===== config.mk =====
export PLATFORM = sky130hd
export DESIGN_NAME = fetch_unit
export DESIGN_NICKNAME = d
export VERILOG_FILES = /design/src/rtl/fetch_unit.sv
export SDC_FILE = /design/constraint.sdc
export NUM_CORES = 1
export LEC_CHECK = 0
export ABC_CLOCK_PERIOD_IN_PS = 5900
export BUFFER_PORTS_ARGS = -buffer_cell sky130_fd_sc_hd__buf_2
export CAP_MARGIN = 15
export CORE_MARGIN = 2
export CORE_UTILIZATION = 50
export DETAILED_ROUTE_END_ITERATION = 10
export GPL_ROUTABILITY_DRIVEN = 0
export GPL_TIMING_DRIVEN = 0
export PLACE_DENSITY = 0.86
export SLEW_MARGIN = 20
export SYNTH_ARGS = -nofsm -noshare
export SYNTH_HDL_FRONTEND = slang
export SYNTH_SLANG_ARGS = --single-unit
export TNS_END_PERCENT = 100

===== constraint.sdc =====
create_clock -name clk -period 5.9 [get_ports clk]
set_input_delay 0.295 -clock clk [delete_from_list [all_inputs] [get_ports clk]]
set_output_delay 0.295 -clock clk [all_outputs]
set_load 0.01 [all_outputs]

===== src/rtl/fetch_unit.sv =====
// rtl/fetch_unit.sv - RV32I fetch stage: owns fetch PC, issues imem requests, queues returned words in order.
// Optional FETCH_MISALIGN_CHK_EN: a misaligned redirect target becomes a flagged NOP entry on misalign_o.
module fetch_unit #(
  parameter logic [31:0] RESET_PC   = 32'h0000_0000,
  parameter int          FIFO_DEPTH = 2
) (
  input  logic        clk,
  input  logic        rst,
  output logic        imem_req,
  output logic [31:0] imem_addr,
  input  logic        imem_gnt,
  input  logic        imem_rvalid,
  input  logic [31:0] imem_rdata,
  input  logic        redirect_i,
  input  logic [31:0] redirect_pc,
  input  logic        stall_i,
  output logic [31:0] instr_o,
  output logic [31:0] pc_o,
  output logic [31:0] pc_plus4_o,
  output logic        instr_valid_o
`ifdef FETCH_MISALIGN_CHK_EN
  ,
  output logic        misalign_o
`endif
);

  localparam int            AW      = (FIFO_DEPTH > 1) ? $clog2(FIFO_DEPTH) : 1;
  localparam logic [31:0]   NOP     = 32'h0000_0013;
  localparam logic [AW-1:0] PTR_ONE = AW'(1);
  localparam logic [AW:0]   CNT_ONE = (AW+1)'(1);
  localparam logic [AW:0]   CNT_MAX = (AW+1)'(FIFO_DEPTH);
  localparam logic [AW+1:0] DEPTH_W = (AW+2)'(FIFO_DEPTH);

  logic [31:0]   fetch_pc;
  logic [31:0]   resp_pc;
  logic [31:0]   instr_q [FIFO_DEPTH];
  logic [31:0]   pc_q    [FIFO_DEPTH];
  logic [AW-1:0] wr_ptr;
  logic [AW-1:0] rd_ptr;
  logic [AW:0]   count;
  logic [AW:0]   outstanding;
  logic [AW:0]   kill;
  logic [AW+1:0] inflight;
  logic [31:0]   target;
  logic          target_mis;
  logic          halted;
  logic          head_mis;
  logic          head_valid;
  logic          fire;
  logic          live_rsp;
  logic          pop;

`ifdef FETCH_MISALIGN_CHK_EN
  logic          mis_q [FIFO_DEPTH];

  assign target     = redirect_pc;
  assign target_mis = (redirect_pc[1:0] != 2'b00);
  assign head_mis   = head_valid && mis_q[rd_ptr];
  assign misalign_o = head_mis;

  always_ff @(posedge clk or negedge rst) begin
    if (!rst) begin
      halted <= 1'b0;
    end else if (redirect_i) begin
      halted <= target_mis;
    end
  end

  always_ff @(posedge clk) begin
    if (redirect_i) begin
      mis_q[0] <= target_mis;
    end else if (live_rsp) begin
      mis_q[wr_ptr] <= 1'b0;
    end
  end
`else
  logic unused_lsbs;

  assign unused_lsbs = ^redirect_pc[1:0];
  assign target      = {redirect_pc[31:2], 2'b00};
  assign target_mis  = 1'b0;
  assign halted      = 1'b0;
  assign head_mis    = 1'b0;
`endif

  // Credit counts both in-flight requests (including ones to be killed) and buffered entries,
  // so a returning word always has a free slot.
  assign inflight   = (AW+2)'(outstanding) + (AW+2)'(count);
  assign imem_req   = rst && !redirect_i && !halted && (inflight < DEPTH_W);
  assign imem_addr  = fetch_pc;
  assign fire       = imem_req && imem_gnt;
  assign live_rsp   = imem_rvalid && (kill == '0) && !redirect_i;
  assign head_valid = (count != '0);
  assign pop        = head_valid && !stall_i && !redirect_i;

  assign instr_valid_o = head_valid;
  assign instr_o       = (head_valid && !head_mis) ? instr_q[rd_ptr] : NOP;
  assign pc_o          = head_valid ? pc_q[rd_ptr] : 32'd0;
  assign pc_plus4_o    = head_valid ? pc_q[rd_ptr] + 32'd4 : 32'd0;

  always_ff @(posedge clk or negedge rst) begin
    if (!rst) begin
      fetch_pc    <= RESET_PC;
      resp_pc     <= RESET_PC;
      wr_ptr      <= '0;
      rd_ptr      <= '0;
      count       <= '0;
      outstanding <= '0;
      kill        <= '0;
    end else begin
      if (fire && !imem_rvalid) begin
        outstanding <= outstanding + CNT_ONE;
      end else if (!fire && imem_rvalid) begin
        outstanding <= outstanding - CNT_ONE;
      end

      if (redirect_i) begin
        // Everything still in flight after this edge belongs to the old path.
        fetch_pc <= target;
        resp_pc  <= target;
        rd_ptr   <= '0;
        kill     <= imem_rvalid ? outstanding - CNT_ONE : outstanding;
        wr_ptr   <= target_mis ? PTR_ONE : '0;
        count    <= target_mis ? CNT_ONE : '0;
      end else begin
        if (imem_rvalid && (kill != '0)) begin
          kill <= kill - CNT_ONE;
        end
        if (fire) begin
          fetch_pc <= fetch_pc + 32'd4;
        end
        if (live_rsp) begin
          wr_ptr  <= wr_ptr + PTR_ONE;
          resp_pc <= resp_pc + 32'd4;
        end
        if (pop) begin
          rd_ptr <= rd_ptr + PTR_ONE;
        end
        if (live_rsp && !pop) begin
          count <= count + CNT_ONE;
        end else if (!live_rsp && pop) begin
          count <= count - CNT_ONE;
        end
      end
    end
  end

  // Responses are in order, so the live word's PC is simply the next sequential address since the last redirect.
  always_ff @(posedge clk) begin
    if (redirect_i) begin
      instr_q[0] <= NOP;
      pc_q[0]    <= target;
    end else if (live_rsp) begin
      instr_q[wr_ptr] <= imem_rdata;
      pc_q[wr_ptr]    <= resp_pc;
    end
  end

  always @(posedge clk) begin
    if (rst) begin
      assert (!(live_rsp && !pop && (count == CNT_MAX)));
      assert (!(imem_rvalid && (outstanding == '0)));
    end
  end

endmodule


After elaboration in Yosys (flattened, before gate mapping)
Memory sizes are Yosys's and may differ from the RTL's.
Index checks and enable logic that the tools add are counted.
W data, S select, Z words.
- reduce and logical (&&, ||, !) cells: 29
- divide/modulo/power cells: 0
- multiply operators: 0
- bitwise operators: 0
- shifts and indexed selects: 0
- eq/ne operators: 0
- muxes and demuxes: 30
- $add $sub $neg: 11
- magnitude comparators: 1
- operator list (operator ; number):
    $mux W32 ; 9
    $add A32 B3 Y32 const B ; 3
    $reduce_or A32 Y1 ; 2
    $mux W2 ; 8
    $reduce_bool A2 Y1 ; 7
    $mux W1 ; 13
    $logic_and A1 B1 Y1 ; 12
    $logic_not A1 Y1 ; 6
    $sub A2 B1 Y2 const B ; 3
    $add A2 B1 Y2 const B ; 2
    $add A2 B2 Y3 ; 1
    $lt A3 B2 Y1 const B ; 1
    $reduce_bool A3 Y1 ; 1
    $add A1 B1 Y1 const B ; 2
    $logic_not A2 Y1 ; 1
- bits in latches: 0
- bits in writable memories: 128
- input bits: 70
- logic and storage cells: 80
- memories: 2
- output and inout bits: 130
- bits in registers: 72
- ROM bits: 0
- memory list (memory ; words ; bits a word ; rd ports ; clocked after Yosys merged registers in ; wr ports ; line ; RTL):
    instr_q ; 2 ; 32 ; 1 ; 0 ; 1 ; 36 ; logic [31:0] instr_q [FIFO_DEPTH];
    pc_q ; 2 ; 32 ; 1 ; 0 ; 1 ; 37 ; logic [31:0] pc_q [FIFO_DEPTH];

Depth between registers and ports, before layout
Gate-level depths: netlist (run 1).
- word-level depth: 8
- mapped depth: 11
- depth with buffers taken out: 9

Worst setup path after synthesis (run 1)
OpenSTA, ideal clock, no wires.
- path kind: reg-to-reg
- start: register kill[0]
- end: memory instr_q[0][0], enable pin
- path buffers: 1
- path slack: -0.064 ns
- cell stages (with the launch flop): 6
- library setup time: 0.571 ns
- period minus slack after synthesis: 5.964 ns
- arrival: 5.393 ns
- data required time: 5.329 ns
- cells stage by stage: dfrtp_1 -> inv_1 -> ha_1 -> nand2_1 -> clkbuf_1 -> o21ai_0
- word-level cells in the longest chain between the ends: 8
- elaborated cells between the ends (all ways): 9
- classes of those cells: mux (5); reduce/logical (4)
- RTL lines (item ; line ; RTL):
    start, declared ; 42 ; logic [AW:0] kill;
    start signal, assigned ; 122 ; kill <= imem_rvalid ? outstanding - CNT_ONE : outstanding;
    start signal, assigned ; 127 ; kill <= kill - CNT_ONE;
    $logic_not A2 Y1 (*) ; 92 ; assign live_rsp = imem_rvalid && (kill == '0) && !redirect_i;
    $logic_and A1 B1 Y1 (*) (2 in a row) ; 92 ;
    $mux W1 (*) ; 153 ; end else if (live_rsp) begin
    $mux W1 (*) ; 150 ; if (redirect_i) begin
    $mux W1 (not written as such) (*) ; 154 ; instr_q[wr_ptr] <= imem_rdata;
    $reduce_or A32 Y1 (no line) ; -- ;
    $mux W1 (no line) ; -- ;
    end, declared ; 36 ;
Every way passes the cells marked *; elsewhere a longest branch is shown, timed or not.

Worst setup path in the final report (run 1)
- start: register rd_ptr
- end: output port pc_plus4_o[18]
- word-level cells in the longest chain between the ends: 3
- RTL lines (item ; line ; RTL):
    start, declared ; 39 ; logic [AW-1:0] rd_ptr;
    start signal, assigned ; 137 ; rd_ptr <= rd_ptr + PTR_ONE;
    $mem_v2 Z2 W32 ; -- ;
    $add A32 B3 Y32 ; 99 ; assign pc_plus4_o = head_valid ? pc_q[rd_ptr] + 32'd4 : 32'd0;
    $mux W32 ; 99 ;
    end, declared ; 19 ; output logic [31:0] pc_plus4_o,
Every way passes these cells.

==> implementation parameters, run 1 <==
Parameter                              Value

Logic synthesis
  Gate Count Post-Synth    roughly 900
  Number of synthesized flops with an enable pin    ~130
  Largest cells by area after synthesis    edfxtp_1, dfrtp_1, mux2i_1, mux2_2, nor2_1
  Proportion of synthesized area in mux cells    a little over a tenth
  Library cells used by synthesis    56
  Area of the mapped netlist    about 10000 sq um
  Library cell with the highest instance count after synthesis    edfxtp_1
  Synthesized-area fraction occupied by xor and xnor cells    4.02%
  Synthesized area divided by synthesized cell count    11.0 sq um
  Compound-cell area share of the yosys netlist    around 9.0%
  Proportion of synthesized chip area in sequential cells    between 50% and 60%
  Post-synthesis simple-gate area fraction    18.0%
  Asr flop ratio synth    about a third
  Adder-cell area share of the yosys netlist    less than 1%
  Largest family of logic cells by synthesized area    simple AND/OR/NAND/NOR gates
  YS warnings    0
  Count of state elements after synthesis    194
  Area share of the largest cell type after synthesis    ~38%
  Leading cell types by count after synthesis    edfxtp_1, nor2_1, nand2_1
  Most used DFF post-synth    edfxtp_1
  Most area-hungry cell type in the Yosys netlist    edfxtp_1

STA
  Hold violation total from the final report    0
  Fmax    between 0.2 and 0.25 GHz
  Shortest period the worst path allows    about 4.8 ns
  Tightest Pin Transition    around 1.1 ns
  Count of endpoints failing setup in the final report    0
  Total Negative Setup Slacks    0 ns
  Final Max Slew Viols    0
  Tightest slew margin relative to the limit    around 29%
  Final worst clock skew    between 0.015 and 0.02 ns
  Final Cycle Share    80.7%
  Unrepaired setup endpoints after global routing    false

Detailed routing
  Remaining routing DRC violations    0
  Total Wirelength    between 20000 and 30000 um
  Number of routed nets with antenna violations    0
  Routed via count divided by cell count    slightly below 6
  Detailed Routing Iterations Pass 1    5
  Total via count after detailed routing    8340
  WL per Instance    around 19 um
  Violation count after the first detailed-route iteration    between 900 and 1000

Critical path
  Highest cell delay on the worst timing path    0.66 ns
  Crit-path max FO    10
  Register-to-register path setup slack    2.51 ns
  CP delay by family, top    buffers and inverters
  Most Frequent Cell on Critical Path    buf_2
  Cells on worst reg2reg path    11
  Max stage delay cell, worst path    a2111oi_4
  WS Path Type    reg -> out
  Data required time of the critical path    about 5.6 ns
  Arrival @ worst endpoint    between 4 and 5 ns
  Critical path startpoint category    flip-flop
  Critical path, cell by cell    buf_2 > buf_2 > buf_2 > buf_2 > mux2_2 > ha_1 > inv_1 > a2111oi_4 > nand2_1 > o41ai_1 > buf_2
  Endpoint class of the critical path    output pin
  Buffering stage count on the worst path with inverters included    6
  Reg2reg end    outstanding[1]
  R2r startpoint    count[0]

Floorplan
  Count of standard-cell rows    51
  Top-level port count    200
  Die Span X    approximately 150 um
  Die Ht    around 150 um
  Starting utilization of the core area    roughly 51%
  Placeable core area    ~20000 sq um
  Area of the die    approximately 21000 sq um

Final layout
  Fraction of final layout cells sized beyond drive strength 1    around a quarter
  NumNets Final    1214
  Synth-to-Final Area Change    20.5%
  Utilization after layout    roughly three fifths

Global route
  Remaining Overflow, GRT    0
  Number of global-route vias before repair    7959
  Maximum number of pins on one net before global-route repair    43
  Wire length of the first global-routing pass    about 43000 um
  Initial antenna violation count    1
  All-layer global routing usage    about a quarter

Flow run
  Reported max-cap violation count    0

Clock network
  Clock tree from TritonCTS    done
  Clock buffer count from CTS    17
  Clock root buffer    clkbuf_16
  TritonCTS sink count    between 150 and 200
  Clock-pin transition on the worst setup and hold timing paths    ~0.08 ns
  Clk_lat worst skew    around 0.44 ns
  Count of cells resized by post-cts repair    0
  Number of buffers between clock root and the deepest sink    2
  Total number of H-tree levels    4

Place
  Port Buffers    between 150 and 200
  Placed wire-length estimate after detailed placement    20200 um

Worst hold path
  Worst Hold Endpoint    resp_pc[25]
  Start point of the worst hold path    redirect_pc[25]
  Hold Path Class    in -> reg
  Worst hold path cell count    3

Power
  LEAKAGE    ~4.7 nW
  Final Total Pwr    approximately 3.8 mW
  Power density over the cells    318 nW/um^2
  Peak supply drop    roughly 240 uV

Outcome
  Status    complete, no violations
-- worst max path at each step --
stage,slack [ns],end,startpoint,cells after the start
floorplan,1.64,instr_q[0][0],kill[0],5
global placement,0.06,instr_q[0][30],kill[0],5
detailed placement,1.64,pc_plus4_o[18],rd_ptr,11
CTS,1.16,pc_plus4_o[18],rd_ptr,11
global route,0.98,pc_plus4_o[18],rd_ptr,11
finish,1.14,pc_plus4_o[18],rd_ptr,11
-- kinds of logic after synthesis --
group / after synthesis
other: 1
AO/OA/AOI/OAI: 138
multiplexers: 101
AND/OR/NAND/NOR: 366
adder cells (fa/ha/maj): 6
XOR/XNOR: 46
flip-flops: 194
buffers and inverters: 64
-- cell usage in the layout (no fill, tap or decap), types with 16 or more instances in the layout --
| cell type | netlist | final |
|---|---|---|
| clkbuf_16 | 0 | 17 |
| nor2_1 | 93 | 93 |
| nand2_1 | 92 | 92 |
| dfrtp_1 | 68 | 68 |
| mux2_2 | 41 | 41 |
| nand3_1 | 46 | 46 |
| clkbuf_1 | 31 | 31 |
| o21ai_0 | 56 | 55 |
| mux2i_1 | 60 | 60 |
| nand4_1 | 29 | 29 |
| edfxtp_1 | 126 | 126 |
| xor2_1 | 29 | 29 |
| buf_2 | 9 | 202 |
| xnor2_1 | 17 | 17 |
| and2_1 | 42 | 41 |
| o211ai_1 | 16 | 16 |
| a21oi_1 | 18 | 18 |
-- per-layer routing --
layer	part of all wire [%]	wire, um	vias up	GRT usage (%)
met5	0	0	-	0
met4	2.8	768	0	9.12
met3	7.8	2140	51	4.80
met2	48	13000	494	41.8
met1	42	11500	3980	34.6
li1	-	-	3815	-
-- per-stage QoR --
stage               area, sq um  instances  setup slack, ns  hold slack [ns]
finish                    12100       1417             1.14            0.117
global route              12100       1417            0.978            0.123
CTS                       12100       1416             1.16            0.109
global placement          11300       1378           0.0607            0.528
floorplan                 10000        919             1.64        -0.000591
detailed placement        11500       1383             1.64            0.248
-- power by group --
group / switching, mW / total, mW / internal, mW
Clock: 0.563 / 1.17 / 0.605
Combinational: 0.565 / 0.927 / 0.362
Sequential: 0.116 / 1.75 / 1.64
-- timing repair --
item                       CTS  global route
hold endpoints to repair    26             0
hold buffers                 1             0
setup buffers                0             0
setup endpoints to repair    0             0
-- worst register-to-register path, cell delays in order, from the launching register on --
cell      delay, ns
dfrtp_1        0.44
and2_1         0.19
fa_1           0.46
nor4b_2        0.39
nand2_1        0.14
inv_1          0.12
clkbuf_1       0.44
buf_1          0.47
ha_1           0.27
xor2_1         0.16
nor2_1         0.07
xor2_1         0.13
-- flip-flops by register name, indices dropped and copies added (netlist names) --
| name | cells |
|---|---|
| instr_q | 64 |
| pc_q | 62 |
| imem_addr | 30 |
| resp_pc | 30 |
| count | 2 |
| kill | 2 |
| outstanding | 2 |
| rd_ptr | 1 |
| wr_ptr | 1 |
-- layout make-up --
class	instances	area, sq um
fillers	1561	7500
flip-flops and latches	194	5490
well taps	265	332
inverters	16	60.1
clock buffers	17	425
clock inverters	15	166
plain buffers	48	218
diodes	1	2.50
repair buffers	200	1110
multi-input cells	661	4290
No activity file was read; power rests on OpenSTA's default activity.
==> run 2: changes to the inputs <==
--- a/config.mk
+++ b/config.mk
@@ -5,15 +5,15 @@
 export SDC_FILE = /design/constraint.sdc
 export NUM_CORES = 1
 export LEC_CHECK = 0
-export ABC_CLOCK_PERIOD_IN_PS = 5900
+export ABC_CLOCK_PERIOD_IN_PS = 4500
 export BUFFER_PORTS_ARGS = -buffer_cell sky130_fd_sc_hd__buf_2
 export CAP_MARGIN = 15
 export CORE_MARGIN = 2
-export CORE_UTILIZATION = 50
+export CORE_UTILIZATION = 56
 export DETAILED_ROUTE_END_ITERATION = 10
 export GPL_ROUTABILITY_DRIVEN = 0
 export GPL_TIMING_DRIVEN = 0
-export PLACE_DENSITY = 0.86
+export PLACE_DENSITY = 0.91
 export SLEW_MARGIN = 20
 export SYNTH_ARGS = -nofsm -noshare
 export SYNTH_HDL_FRONTEND = slang
==> constraint.sdc (replaced) <==
create_clock -name clk -period 4.5 [get_ports clk]
set_input_delay 0.225 -clock clk [delete_from_list [all_inputs] [get_ports clk]]
set_output_delay 0.225 -clock clk [all_outputs]
set_load 0.01 [all_outputs]
==> run 2 against run 1 <==
Effect of this change: sequential share of layout area up 0.15 points; sequential cell count stayed put; first-iteration DRC count down 5.7%; global-route usage rose by 3.5 points; count of clock-buffer cells in the layout is the same; setup slack worse by 0.91 ns; utilization is 7.5 points higher; die area is 10% lower; wire length grew 1.1%; critical endpoint is now pc_plus4_o[30]; largest cell class unchanged.
==> implementation parameters, run 2 (synthesis results as in run 1) <==
Parameter                              Value

Outcome
  Status    complete, no violations

Detailed routing
  Number of routed nets with antenna violations    0 (unchanged)
  Violation count after the first detailed-route iteration    904 (-5.7%)
  Total Wirelength    27700 um (+1.1%)
  Total via count after detailed routing    8578 (+2.9%)
  Detailed Routing Iterations Pass 1    6 (+1)
  Remaining routing DRC violations    0 (unchanged)
  WL per Instance    20.1 um (+4.0%)
  Routed via count divided by cell count    6.23 (+5.8%)

Final layout
  Total area of sequential cells    5490 sq um (unchanged)
  Most common cell after layout, fill and taps aside    buf_2
  Fraction of final layout cells sized beyond drive strength 1    26.1% (+0.17 points)
  Total non-filler cell area in the finished layout    12000 sq um (-0.32%)
  Fill cell total of the finished layout    1231 (-21%)
  Top reg by flops    instr_q
  Multi-input gate area in the final layout    4300 sq um (+0.26%)
  Synth-to-Final Area Change    20.1%
  Registers with the highest flip-flop counts    instr_q x64, pc_q x62
  Flip-flop count of the largest register, all copies and words added    64 (unchanged)
  Top library cells by usage in the layout, fill and taps aside    buf_2, edfxtp_1, nor2_1, nand2_1, dfrtp_1
  NumNets Final    1214 (unchanged)

Floorplan
  Area of the die    19000 sq um (-10%)
  Die Ht    138 um (-5.4%)
  Die Span X    138 um (-5.4%)
  Count of standard-cell rows    48 (-5.9%)
  Top-level port count    200 (unchanged)
  Starting utilization of the core area    57.6% (+6.4 points)
  Placeable core area    17400 sq um (-11%)

STA
  Shortest period the worst path allows    4.27 ns
  Final Max Slew Viols    0 (unchanged)
  Final worst clock skew    0.0137 ns (-0.00368 ns)
  Final-layout worst hold slack    0.0398 ns (-0.0770 ns)
  Final Cycle Share    95.0%
  Fmax    0.234 GHz
  Count of endpoints failing setup in the final report    0 (unchanged)
  Setup slack after layout    0.226 ns (-0.910 ns)
  Unrepaired setup endpoints after global routing    false
  Tightest Pin Transition    0.933 ns (-0.128 ns)
  Tightest slew margin relative to the limit    37.2% (+8.6 points)
  Hold violation total from the final report    0 (unchanged)
  Total Negative Setup Slacks    0 ns (unchanged)

Place
  Post-detailed-placement cell area    11400 sq um (-0.61%)
  Port Buffers    194 (unchanged)
  Placed wire-length estimate after detailed placement    19900 um (-1.2%)
  Pre-CTS setup slack    0.253 ns (-1.38 ns)

Global route
  All-layer global routing usage    29.1% (+3.5 points)
  Wire length of the first global-routing pass    41800 um (-1.8%)
  Number of global-route vias before repair    8163 (+2.6%)
  Maximum number of pins on one net before global-route repair    57 (+33%)
  Initial antenna violation count    1 (unchanged)
  Remaining Overflow, GRT    0 (unchanged)

Clock network
  Clock root buffer    clkbuf_16
  Number of buffers between clock root and the deepest sink    2 (unchanged)
  Clock tree from TritonCTS    done
  Clock-pin transition on the worst setup and hold timing paths    0.08 ns (about the same)
  Clk_lat worst skew    0.45 ns (about the same)
  Clock buffer count from CTS    17 (unchanged)
  Total number of H-tree levels    4 (unchanged)
  TritonCTS sink count    194 (unchanged)

Critical path
  Crit path from    rd_ptr
  R2r startpoint    count[0]
  WS Path Type    reg -> out
  Endpoint class of the critical path    output pin
  Crit-path max FO    10 (unchanged)
  Arrival @ worst endpoint    4.05 ns (-0.42 ns)
  Data required time of the critical path    4.28 ns (-1.33 ns)
  Critical path startpoint category    flip-flop

Flow run
  Reported max-cap violation count    0 (unchanged)

Power
  Peak supply drop    326 uV (+35%)
  LEAKAGE    4.71 nW (+0.18%)
  Final Total Pwr    5.04 mW (+31%)
  Power density over the cells    418 nW/um^2 (+31%)

Worst hold path
  Start point of the worst hold path    redirect_pc[25]
  Hold Path Class    in -> reg
-- run 2: cell type report --
class	count	share of cell area, %
Inverter	16	0.498
Tap cell	225	2.34
Sequential cell	194	45.5
Buffer	48	1.85
Multi-Input combinational cell	661	35.7
Antenna cell	1	0.0208
Timing Repair Buffer	200	9.08
Clock inverter	15	1.44
Clock buffer	17	3.53
-- run 2: layer usage --
layer  share of wire, %  global-route usage (%)
met1                 39                    37.8
met3                 10                    6.11
met4                3.5                    11.6
met2                 48                    48.1
met5                  0                       0
-- run 2: stage by stage --
step | utilization, % | instances
floorplan | - | 919
global placement | 64.8 | 1338
detailed placement | 65.5 | 1342
CTS | 69.1 | 1376
global route | 69.2 | 1377
finish | 69.2 | 1377
-- run 2: final timing paths --
| kind | to | slack, ns | depth (start not counted) |
|---|---|---|---|
| max in group asynchronous | count[1] | 3.79 | 3 |
| min in group asynchronous | imem_addr[5] | 0.17 | 2 |
| min reg2reg | imem_addr[9] | 0.53 | 1 |
| max reg2reg | outstanding[1] | 0.95 | 11 |
| max | pc_plus4_o[30] | 0.23 | 13 |
| min | resp_pc[25] | 0.04 | 3 |
-- run 2: critical path: stages, from the launching register on --
cell and delay [ns]:
dfrtp_1 0.45, buf_2 0.29, buf_2 0.33, clkbuf_4 0.31, clkbuf_4 0.30, mux2_2 0.20, ha_1 0.21, inv_1 0.11
a2111oi_4 0.44, buf_4 0.25, nand4_1 0.16, o21ai_0 0.21, nor3b_1 0.19, buf_2 0.16
-- run 2: what timing repair did --
action | in CTS | in global routing
hold buffers | 1 | 0
buffers inserted | 1 | 0
gates resized for setup | 1 | 4
cloned | 0 | 0
setup endpoints to repair | 2 | 3
hold endpoints to repair | 68 | 0
pin swaps | 1 | 1
-- run 2: where the power goes --
group	switching (mW)	leakage, nW	internal (mW)
clock	0.771	0.295	0.756
sequential	0.160	2.00	2.14
combinational	0.740	2.41	0.467
==> run 3: changes to the inputs <==
--- a/config.mk
+++ b/config.mk
@@ -13,6 +13,7 @@
 export DETAILED_ROUTE_END_ITERATION = 10
 export GPL_ROUTABILITY_DRIVEN = 0
 export GPL_TIMING_DRIVEN = 0
+export MAX_ROUTING_LAYER = met4
 export PLACE_DENSITY = 0.91
 export SLEW_MARGIN = 20
 export SYNTH_ARGS = -nofsm -noshare
==> run 3 against run 2 <==
Effect of this change: die area unchanged; setup slack improved by 0.025 ns; clock skew about the same; combinational power about the same; via count decreased by 0.30%; wire length shrank 0.54%; design area did not move; maximum frequency increased by 0.59%; register-to-register slack about the same; critical endpoint unchanged; largest cell class unchanged.
==> implementation parameters, run 3 (synthesis results as in run 1) <==
Parameter                              Value

Outcome
  Status    complete, no violations

Critical path
  Critical path, cell by cell    buf_2 > buf_2 > clkbuf_4 > clkbuf_4 > mux2_2 > ha_1 > inv_1 > a2111oi_4 > buf_4 > nand4_1 > o21ai_0 > nor3b_1 > buf_2
  CP delay by family, top    buffers and inverters
  Endpoint class of the critical path    output pin
  Highest cell delay on the worst timing path    0.45 ns (about the same)
  Data required time of the critical path    4.28 ns (about the same)
  Critical path startpoint category    flip-flop
  Max stage delay cell, worst path    dfrtp_1
  WS Path Type    reg -> out
  Arrival @ worst endpoint    4.02 ns (-0.03 ns)
  Buffering stage count on the worst path with inverters included    7 (unchanged)
  Most Frequent Cell on Critical Path    buf_2
  Crit-path max FO    10 (unchanged)

Clock network
  Clock root buffer    clkbuf_16
  Clk_lat worst skew    0.44 ns (about the same)
  Clock buffer count from CTS    17 (unchanged)
  Clock-pin transition on the worst setup and hold timing paths    0.08 ns (about the same)
  Clock tree from TritonCTS    done
  Total number of H-tree levels    4 (unchanged)
  Number of buffers between clock root and the deepest sink    2 (unchanged)
  TritonCTS sink count    194 (unchanged)

Final layout
  Top reg by flops    instr_q
  Total area of sequential cells    5490 sq um (unchanged)
  Utilization after layout    69.2% (unchanged)
  Registers with the highest flip-flop counts    instr_q x64, pc_q x62
  Flip-flop count of the largest register, all copies and words added    64 (unchanged)
  Most common cell after layout, fill and taps aside    buf_2
  Multi-input gate area in the final layout    4300 sq um (unchanged)
  Fill cell total of the finished layout    1231 (unchanged)
  Synth-to-Final Area Change    20.1% (unchanged)
  Top library cells by usage in the layout, fill and taps aside    buf_2, edfxtp_1, nor2_1, nand2_1, dfrtp_1
  NumNets Final    1214 (unchanged)
  Fraction of final layout cells sized beyond drive strength 1    26.1% (unchanged)

Global route
  Global routing's busiest layer    met2
  Met3 track utilization from global routing    6.25% (+0.15 points)
  Maximum number of pins on one net before global-route repair    57 (unchanged)
  Global routing usage on met2    47.9% (-0.14 points)
  Remaining Overflow, GRT    0 (unchanged)
  Number of global-route vias before repair    8143 (-0.25%)
  All-layer global routing usage    30.1% (+0.93 points)
  GRT met1 Usage    37.9% (+0.098 points)
  Wire length of the first global-routing pass    41800 um (about the same)
  Initial antenna violation count    1 (unchanged)

Floorplan
  Starting utilization of the core area    57.6% (unchanged)
  Top-level port count    200 (unchanged)
  Placeable core area    17400 sq um (unchanged)
  Count of standard-cell rows    48 (unchanged)
  Die Ht    138 um (unchanged)
  Area of the die    19000 sq um (unchanged)
  Die Span X    138 um (unchanged)

Place
  Placed wire-length estimate after detailed placement    19900 um (unchanged)
  Port Buffers    194 (unchanged)

Detailed routing
  Remaining routing DRC violations    0 (unchanged)
  Violation count after the first detailed-route iteration    933 (+3.2%)
  WL per Instance    20.0 um (-0.54%)
  Total via count after detailed routing    8552 (-0.30%)
  Routed via count divided by cell count    6.21 (-0.30%)
  Total Wirelength    27600 um (-0.54%)
  Detailed Routing Iterations Pass 1    6 (unchanged)
  Number of routed nets with antenna violations    0 (unchanged)

STA
  Final Max Slew Viols    0 (unchanged)
  Tightest Pin Transition    0.961 ns (+0.0278 ns)
  Count of endpoints failing setup in the final report    0 (unchanged)
  Final Cycle Share    94.4% (-0.55 points)
  Tightest slew margin relative to the limit    35.4% (-1.9 points)
  Total Negative Setup Slacks    0 ns (unchanged)
  Hold violation total from the final report    0 (unchanged)
  Unrepaired setup endpoints after global routing    false
  Final worst clock skew    0.0137 ns (-0.00000320 ns)
  Fmax    0.235 GHz (+0.59%)
  Shortest period the worst path allows    4.25 ns (-0.0249 ns)

Power
  Sequential power share    45.7% (about the same)
  Peak supply drop    325 uV (-0.19%)
  Power share of the clock group    30.4% (about the same)
  LEAKAGE    4.71 nW (unchanged)
  Combinational cell fraction of total power    23.9% (about the same)
  Power density over the cells    418 nW/um^2 (about the same)
  Share of total power consumed by net switching    33.2% (about the same)
  Reported net switching power    1.67 mW (about the same)
  Internal portion of total power    3.37 mW (about the same)

Flow run
  Reported max-cap violation count    0 (unchanged)

Worst hold path
  Hold Path Class    in -> reg
## run 3: cell counts in the layout (fill, tap and decap cells not counted)
No cell type changed its count.
## run 3: path summary, 6_finish.rpt
path | slack, ns | to | cells after the start | start
setup reg to reg | 0.95 | outstanding[1] | 11 | count[0]
min in group asynchronous | 0.18 | imem_addr[5] | 2 | rst
hold reg to reg | 0.53 | imem_addr[9] | 1 | imem_addr[9]
max in group asynchronous | 3.79 | count[1] | 3 | rst
setup / recovery | 0.25 | pc_plus4_o[30] | 13 | rd_ptr
hold / removal | 0.04 | resp_pc[25] | 3 | redirect_pc[25]
## run 3: repair_timing
| action | in CTS | in global routing |
|---|---|---|
| buffers inserted | 1 | 0 |
| hold endpoints to repair | 68 | 0 |
| pin swaps | 1 | 1 |
| hold buffers | 1 | 0 |
| endpoints found under the setup margin | 2 | 3 |
| resized for setup | 1 | 4 |
## run 3: layer usage
metal | routed length [um] | vias up | share of wire (%)
met5 | 0 | - | 0
met1 | 10700 | 4065 | 39
met3 | 2760 | 95 | 10
met2 | 13100 | 563 | 48
li1 | - | 3829 | -
met4 | 984 | 0 | 3.6
## run 3: power by group through the flow
stage / registers, mW / logic, mW / clock network, mW
floorplan: 2.31 / 0.735 / 0
global placement: 2.33 / 1.11 / 0
detailed placement: 2.33 / 1.18 / 0
CTS: 2.30 / 1.19 / 1.53
global route: 2.33 / 1.31 / 1.60
finish: 2.30 / 1.21 / 1.53
## run 3: metrics by stage
stage | total power [mW] | worst slack [ns] | instances | area, sq um | hold slack [ns]
global placement | 3.44 | -1.27 | 1338 | 11300 | 0.490
floorplan | 3.05 | 0.240 | 919 | 10000 | -0.0706
detailed placement | 3.51 | 0.253 | 1342 | 11400 | 0.0973
CTS | 5.02 | 0.0271 | 1376 | 12000 | 0.0318
global route | 5.23 | 0.0555 | 1377 | 12000 | 0.0443
finish | 5.04 | 0.250 | 1377 | 12000 | 0.0407
## run 3: tightest hold or removal path, cell delays in order
cell and delay, ns:
buf_2 0.09, nand2_1 0.07, o21ai_0 0.07
## run 3: final cells by class
| cell class | instances | area share, % |
|---|---|---|
| inverter | 16 | 0.498 |
| clock buffer | 17 | 3.53 |
| sequential | 194 | 45.5 |
| multi-input combinational | 661 | 35.7 |
| buffer | 48 | 1.85 |
| clock inverter | 15 | 1.44 |
| antenna | 1 | 0.0208 |
| timing repair buffer | 200 | 9.08 |
| tap | 225 | 2.34 |
